===== config.mk =====
export PLATFORM = sky130hd
export DESIGN_NAME = ps2_host_tx_flat
export DESIGN_NICKNAME = d
export VERILOG_FILES = /design/src/rtl/ps2_host_tx_if.sv /design/src/rtl/ps2_host_tx.sv /design/src/flat_wrapper.sv
export SDC_FILE = /design/constraint.sdc
export NUM_CORES = 1
export LEC_CHECK = 0
export BUFFER_PORTS_ARGS = -buffer_cell sky130_fd_sc_hd__buf_2
export CORE_MARGIN = 1
export CORE_UTILIZATION = 46
export CTS_CLUSTER_DIAMETER = 60
export DETAILED_ROUTE_END_ITERATION = 12
export PLACE_DENSITY = 0.75
export SYNTH_ARGS = -nofsm -noshare
export SYNTH_HDL_FRONTEND = slang
export SYNTH_SLANG_ARGS = --single-unit

===== constraint.sdc =====
create_clock -name clock -period 4.35 [get_ports clock]
set_input_delay 0.2175 -clock clock [delete_from_list [all_inputs] [get_ports clock]]
set_output_delay 0.2175 -clock clock [all_outputs]
set_load 0.1 [all_outputs]

===== src/rtl/ps2_host_tx_if.sv =====
// rtl/ps2_host_tx_if.sv - register bus between the MMU and the PS/2 host transmitter
interface ps2_host_tx_if;
  logic        sel;
  logic        we;
  logic        re;
  logic [31:0] din;
  logic [31:0] dout;
  logic        busy;

  modport master (output sel, output we, output re, output din, input dout, input busy);
  modport slave  (input sel, input we, input re, input din, output dout, output busy);
endinterface


===== src/rtl/ps2_host_tx.sv =====
// rtl/ps2_host_tx.sv - PS/2 host-to-device command transmitter
module ps2_host_tx #(
  parameter int INHIBIT_CYCLES = 5000,
  parameter int TIMEOUT_CYCLES = 1000000
) (
  input  logic            clock,
  input  logic            clrn,
  ps2_host_tx_if.slave    bus,
  input  logic            ps2_clk_in,
  input  logic            ps2_dat_in,
  output logic            ps2_clk_oe,
  output logic            ps2_dat_oe
);

  localparam int MAX_CYCLES = (INHIBIT_CYCLES > TIMEOUT_CYCLES) ? INHIBIT_CYCLES : TIMEOUT_CYCLES;
  localparam int CW = $clog2(MAX_CYCLES + 1);
  localparam logic [CW-1:0] INH_LAST = CW'(INHIBIT_CYCLES - 1);
  localparam logic [CW-1:0] TMO_LAST = CW'(TIMEOUT_CYCLES - 1);

  typedef enum logic [2:0] {IDLE, INHIBIT, START, SHIFT, ACK, WAIT_IDLE} state_t;

  state_t        state;
  logic [CW-1:0] cnt;
  logic [3:0]    idx;
  logic [7:0]    byte_q;
  logic          parity_q;
  logic          done;
  logic          ack_err;
  logic          timeout_err;
  logic          busy_q;
  logic          clk_s1, clk_s2, clk_s3;
  logic          dat_s1, dat_s2;
  logic          fall;
  logic [9:0]    frame;
  logic          unused_din;

  assign unused_din = ^bus.din[31:8];

  // Lines idle high, so the synchronizers reset to 1 to avoid a false edge.
  always_ff @(posedge clock or negedge clrn) begin
    if (!clrn) begin
      clk_s1 <= 1'b1;
      clk_s2 <= 1'b1;
      clk_s3 <= 1'b1;
      dat_s1 <= 1'b1;
      dat_s2 <= 1'b1;
    end else begin
      clk_s1 <= ps2_clk_in;
      clk_s2 <= clk_s1;
      clk_s3 <= clk_s2;
      dat_s1 <= ps2_dat_in;
      dat_s2 <= dat_s1;
    end
  end

  assign fall  = clk_s3 & ~clk_s2;
  assign frame = {1'b1, parity_q, byte_q};

  always_ff @(posedge clock or negedge clrn) begin
    if (!clrn) begin
      state       <= IDLE;
      cnt         <= '0;
      idx         <= '0;
      byte_q      <= '0;
      parity_q    <= 1'b0;
      done        <= 1'b0;
      ack_err     <= 1'b0;
      timeout_err <= 1'b0;
      busy_q      <= 1'b0;
      ps2_clk_oe  <= 1'b0;
      ps2_dat_oe  <= 1'b0;
    end else begin
      case (state)
        IDLE: begin
          if (bus.sel && bus.re) begin
            done        <= 1'b0;
            ack_err     <= 1'b0;
            timeout_err <= 1'b0;
          end
          if (bus.sel && bus.we) begin
            byte_q      <= bus.din[7:0];
            parity_q    <= ~^bus.din[7:0];
            done        <= 1'b0;
            ack_err     <= 1'b0;
            timeout_err <= 1'b0;
            cnt         <= '0;
            ps2_clk_oe  <= 1'b1;
            ps2_dat_oe  <= 1'b0;
            busy_q      <= 1'b1;
            state       <= INHIBIT;
          end
        end
        INHIBIT: begin
          if (cnt == INH_LAST) begin
            cnt        <= '0;
            ps2_clk_oe <= 1'b0;
            ps2_dat_oe <= 1'b1;
            state      <= START;
          end else begin
            cnt <= cnt + 1'b1;
          end
        end
        default: begin
          // The device owns the clock from here on; a silent device is abandoned.
          if (!fall && cnt == TMO_LAST) begin
            timeout_err <= 1'b1;
            ps2_clk_oe  <= 1'b0;
            ps2_dat_oe  <= 1'b0;
            busy_q      <= 1'b0;
            cnt         <= '0;
            state       <= IDLE;
          end else begin
            cnt <= fall ? '0 : cnt + 1'b1;
            case (state)
              START: if (fall) begin
                idx        <= '0;
                ps2_dat_oe <= ~frame[0];
                state      <= SHIFT;
              end
              SHIFT: if (fall) begin
                idx        <= idx + 4'd1;
                ps2_dat_oe <= ~frame[idx + 4'd1];
                if (idx == 4'd8) state <= ACK;
              end
              ACK: if (fall) begin
                ack_err <= dat_s2;
                state   <= WAIT_IDLE;
              end
              WAIT_IDLE: if (clk_s2 && dat_s2) begin
                done   <= 1'b1;
                busy_q <= 1'b0;
                cnt    <= '0;
                state  <= IDLE;
              end
              default: ;
            endcase
          end
        end
      endcase
    end
  end

  assign bus.busy = busy_q;
  assign bus.dout = {16'h0000, byte_q, 4'h0, timeout_err, ack_err, done, busy_q};

endmodule


===== src/flat_wrapper.sv =====
// flat-port wrapper written by rule: the top's interface ports become plain ports
module ps2_host_tx_flat 
#(
  parameter int INHIBIT_CYCLES = 5000,
  parameter int TIMEOUT_CYCLES = 1000000
)
  (clock, clrn, ps2_clk_in, ps2_dat_in, ps2_clk_oe, ps2_dat_oe, bus_sel, bus_we, bus_re, bus_din, bus_dout, bus_busy);
  ps2_host_tx_if bus_i ();
  input  logic clock;
  input  logic clrn;
  input  logic ps2_clk_in;
  input  logic ps2_dat_in;
  output logic ps2_clk_oe;
  output logic ps2_dat_oe;
  input wire logic [$bits(bus_i.sel)-1:0] bus_sel;
  input wire logic [$bits(bus_i.we)-1:0] bus_we;
  input wire logic [$bits(bus_i.re)-1:0] bus_re;
  input wire logic [$bits(bus_i.din)-1:0] bus_din;
  output wire logic [$bits(bus_i.dout)-1:0] bus_dout;
  output wire logic [$bits(bus_i.busy)-1:0] bus_busy;
  assign bus_i.sel = bus_sel;
  assign bus_i.we = bus_we;
  assign bus_i.re = bus_re;
  assign bus_i.din = bus_din;
  assign bus_dout = bus_i.dout;
  assign bus_busy = bus_i.busy;
  ps2_host_tx #(.INHIBIT_CYCLES(INHIBIT_CYCLES), .TIMEOUT_CYCLES(TIMEOUT_CYCLES)) u_core (.clock(clock), .clrn(clrn), .bus(bus_i), .ps2_clk_in(ps2_clk_in), .ps2_dat_in(ps2_dat_in), .ps2_clk_oe(ps2_clk_oe), .ps2_dat_oe(ps2_dat_oe));
endmodule

==> key figures <==
Worst setup path
  – CP Data Arrival Time: 2.66 ns
  – Slowest-stage cell, CP: a211oi_4
  – Crit-path max cell delay: 0.71 ns
  – Crit-path cells: ha_1, and4bb_2, nand2_2, or3_1, a211oi_4, nor4_1
  – Critical path peak fanout: 18
  – CP top delay family: simple AND/OR/NAND/NOR gates
  – Buf/Inv on CP: 0
  – Worst setup SP type: flip-flop
  – Setup CP Type: reg -> reg
  – Crit end category: flip-flop
  – CP required: 4.50 ns

Min path
  – HP Class: in -> async

Finish
  – Layout cells sized above 1: 0.2315
  – Area growth from synthesis to layout: 7.840%
  – Fin nets: 339
  – # fillers: 523
  – Diode count: 0

Logic synthesis
  – Post-synth top area share: 0.3851
  – Register area share after synthesis: 0.4333
  – Post-synth ARST share: 1.000
  – Area leader, netlist: dfrtp_1
  – Syn_area_per_cell: 10.11 um2
  – Commonest cells in the netlist: 42 x dfrtp_1, 37 x nor2_1, 25 x buf_4
  – EDFF count, synth: 0
  – Synth unique cells: 58
  – Mapped cell area: 0.002729 mm2
  – Top cells by area, synth: dfrtp_1 39%, buf_4 6.9%, xnor2_1 5.1%
  – Ys flop type: dfrtp_1
  – Yosys Warn Count: 0
  – Most common cell in the netlist: dfrtp_1
  – Seq cells post-synth: 47
  – Syn Inst Count: 270

Floorplan
  – # rows: 27
  – Core box area: 0.005608 mm2
  – I/O pins: 74
  – Chip width: 79.02 um
  – Die area: 0.006244 mm2
  – Die height: 79.02 um
  – Initial Utilization: 0.4866

Drt
  – Post-Route WL: 4850 um
  – Routed via count: 1974
  – Vias/cell: 5.335
  – WL/cell: 13.11 um
  – Antenna-violating nets left: 0
  – 1st-pass router iterations: 4
  – First DRT Iteration DRCs: 126
  – DRC: 0

Placement
  – Post-DP HPWL: 3506 um
  – Final Wtd Congestion: 0.7998
  – I/O Buffers: 29

Timing
  – Max Clk Rate: 397.4 MHz
  – Period utilization: 0.5784
  – Final Hold Vio Count: 0
  – Slew margin rel.: 0.3246
  – Max-slew violations: 0
  – Final setup vio count: 0
  – Least-Margin Pin Slew: 1.013 ns
  – RSZ-0062 raised after global routing: no
  – Tmin final: 2.516 ns
  – Setup TNS Final: 0 ns
  – Layout Skew: 0.009475 ns

Global routing
  – Pin count of the biggest net entering global routing: 48
  – Met3 Usage GRT: 0.02874
  – GRT busiest layer: met2
  – Grt met1 use: 0.2483
  – All-Layer GR Usage: 0.1723
  – Vias in the first global route: 1795
  – First-pass GRT wire length: 8528 um
  – Initial antenna violation count: 0
  – Total grt overflow: 0
  – Met2 Use GR: 0.2664

Pwr
  – Max IR drop VDD: 0.6136 mV
  – Total power draw: 1.740 mW
  – Static leakage: 1.298 nW
  – Pwr Density: 591.1 mW/mm2

CTS
  – CTS clk-pin slew, worst paths: 0.09 ns
  – TritonCTS buffer count: 5
  – Clock Path Buffers: 2
  – H-tree levels: 2
  – CTS tree: done
  – Clock sinks: 47
  – CTS Root Cell: clkbuf_8
  – Latest clock arrival within the worst-skew pair: 0.30 ns

Status
  – Status: complete, no violations

Flow run
  – Max cap viols: 0
==> cells in the final DEF, fill, tap and decap left out, types with 2 or more instances in the layout <==
cell / n
dfrtp_1: 42
nor2_1: 37
buf_2: 29
nand2_1: 21
conb_1: 20
xnor2_1: 16
nand3_1: 11
xor2_1: 10
mux2_2: 10
o21ai_0: 8
inv_1: 7
nand4_1: 7
nor3_1: 6
clkbuf_8: 5
dfstp_2: 5
a21oi_1: 4
nor4_1: 3
o31ai_1: 3
a22o_1: 3
ha_1: 3
and3_2: 2
nor4bb_1: 2
a21o_1: 2
o32ai_1: 2
a211oi_1: 2
a31oi_1: 2
mux4_2: 2
dlygate4sd3_1: 2
==> logic make-up after synthesis <==
logic type | count (synthesis) | share of synthesized area
flops | 47 | 0.4333
other cells | 1 | 0.001374
xor+xnor | 26 | 0.08344
compound gates | 33 | 0.09675
simple gates | 109 | 0.2137
buf+inv | 38 | 0.09629
fa+ha+maj | 3 | 0.01376
mux | 13 | 0.06144
==> power breakdown <==
part           internal, mW  switching [mW]  total, mW
Combinational         0.177           0.626      0.804
Clock                 0.174           0.150      0.324
Sequential            0.521          0.0898      0.611
==> worst reg2reg max path: cells and delay by family (launching register included) <==
kind | cells | cell delay (ns)
and+or+nand+nor | 4 | 1.01
AOI/OAI and AO/OA | 1 | 0.71
DFF | 1 | 0.39
adders and majority gates | 1 | 0.25
==> final timing paths <==
kind                            cells past startpoint                            to                       from  slack (ns)
worst min-delay path                                1  u_core.byte_q[1]$_DFFE_PN0P_                       clrn        0.08
worst max register to register                      6     u_core.cnt[2]$_DFFE_PN0N_  u_core.cnt[0]$_DFFE_PN0N_        1.83
worst max-delay path                                6     u_core.cnt[2]$_DFFE_PN0N_  u_core.cnt[0]$_DFFE_PN0N_        1.83
min in group clock                                  2  u_core.byte_q[2]$_DFFE_PN0P_                 bus_din[2]        0.17
max in group asynchronous                           1     u_core.cnt[6]$_DFFE_PN0N_                       clrn        3.64
worst min register to register                      0       u_core.dat_s2$_DFF_PN1_    u_core.dat_s1$_DFF_PN1_        0.36
==> sequential cells by signal, summed over array words and instances (netlist names) <==
| signal | cells |
|---|---|
| u_core.idx | 4 |
| u_core.state | 3 |
| u_core.bus.busy | 1 |
| u_core.parity_q | 1 |
| u_core.ack_err | 1 |
| u_core.dat_s1 | 1 |
| u_core.timeout_err | 1 |
| u_core.ps2_clk_oe | 1 |
| u_core.cnt | 20 |
| u_core.done | 1 |
| u_core.ps2_dat_oe | 1 |
| u_core.byte_q | 8 |
| u_core.clk_s3 | 1 |
| u_core.clk_s2 | 1 |
| u_core.clk_s1 | 1 |
| u_core.dat_s2 | 1 |
==> per-stage QoR <==
step	hold slack (ns)	std cells	utilization	area, um2	setup slack (ns)
after floorplan	-0.07809	289	-	2800	2.280
after global placement	0.3258	360	0.5004	2806	1.845
after detailed placement	0.3250	360	0.5004	2806	1.817
after CTS	0.1129	370	0.5248	2943	1.791
after global routing	0.1581	370	0.5248	2943	1.606
final	0.08324	370	0.5248	2943	1.834
==> metal layers <==
metal | wire length, um | share of wire | up-vias
met5 | 0 | 0 | -
met4 | 62 | 0.013 | 0
met3 | 194 | 0.040 | 4
met2 | 2245 | 0.46 | 59
met1 | 2347 | 0.48 | 951
li1 | - | - | 960
==> final cells by class <==
cell class | count | area (um2) | share of cell area
Timing Repair Buffer | 32 | 172.7 | 0.05867
Inverter | 7 | 26.28 | 0.008929
Multi-Input combinational cell | 204 | 1355 | 0.4605
Tap cell | 72 | 90.09 | 0.03061
Clock buffer | 5 | 68.82 | 0.02338
Clock inverter | 3 | 47.55 | 0.01616
Sequential cell | 47 | 1182 | 0.4018
==> repair_timing <==
action	CTS	global route
hold buffers	2	0
gates resized for setup	0	0
hold endpoints to repair	2	0
setup buffers	0	0
No activity file was read; power rests on OpenSTA's default activity.
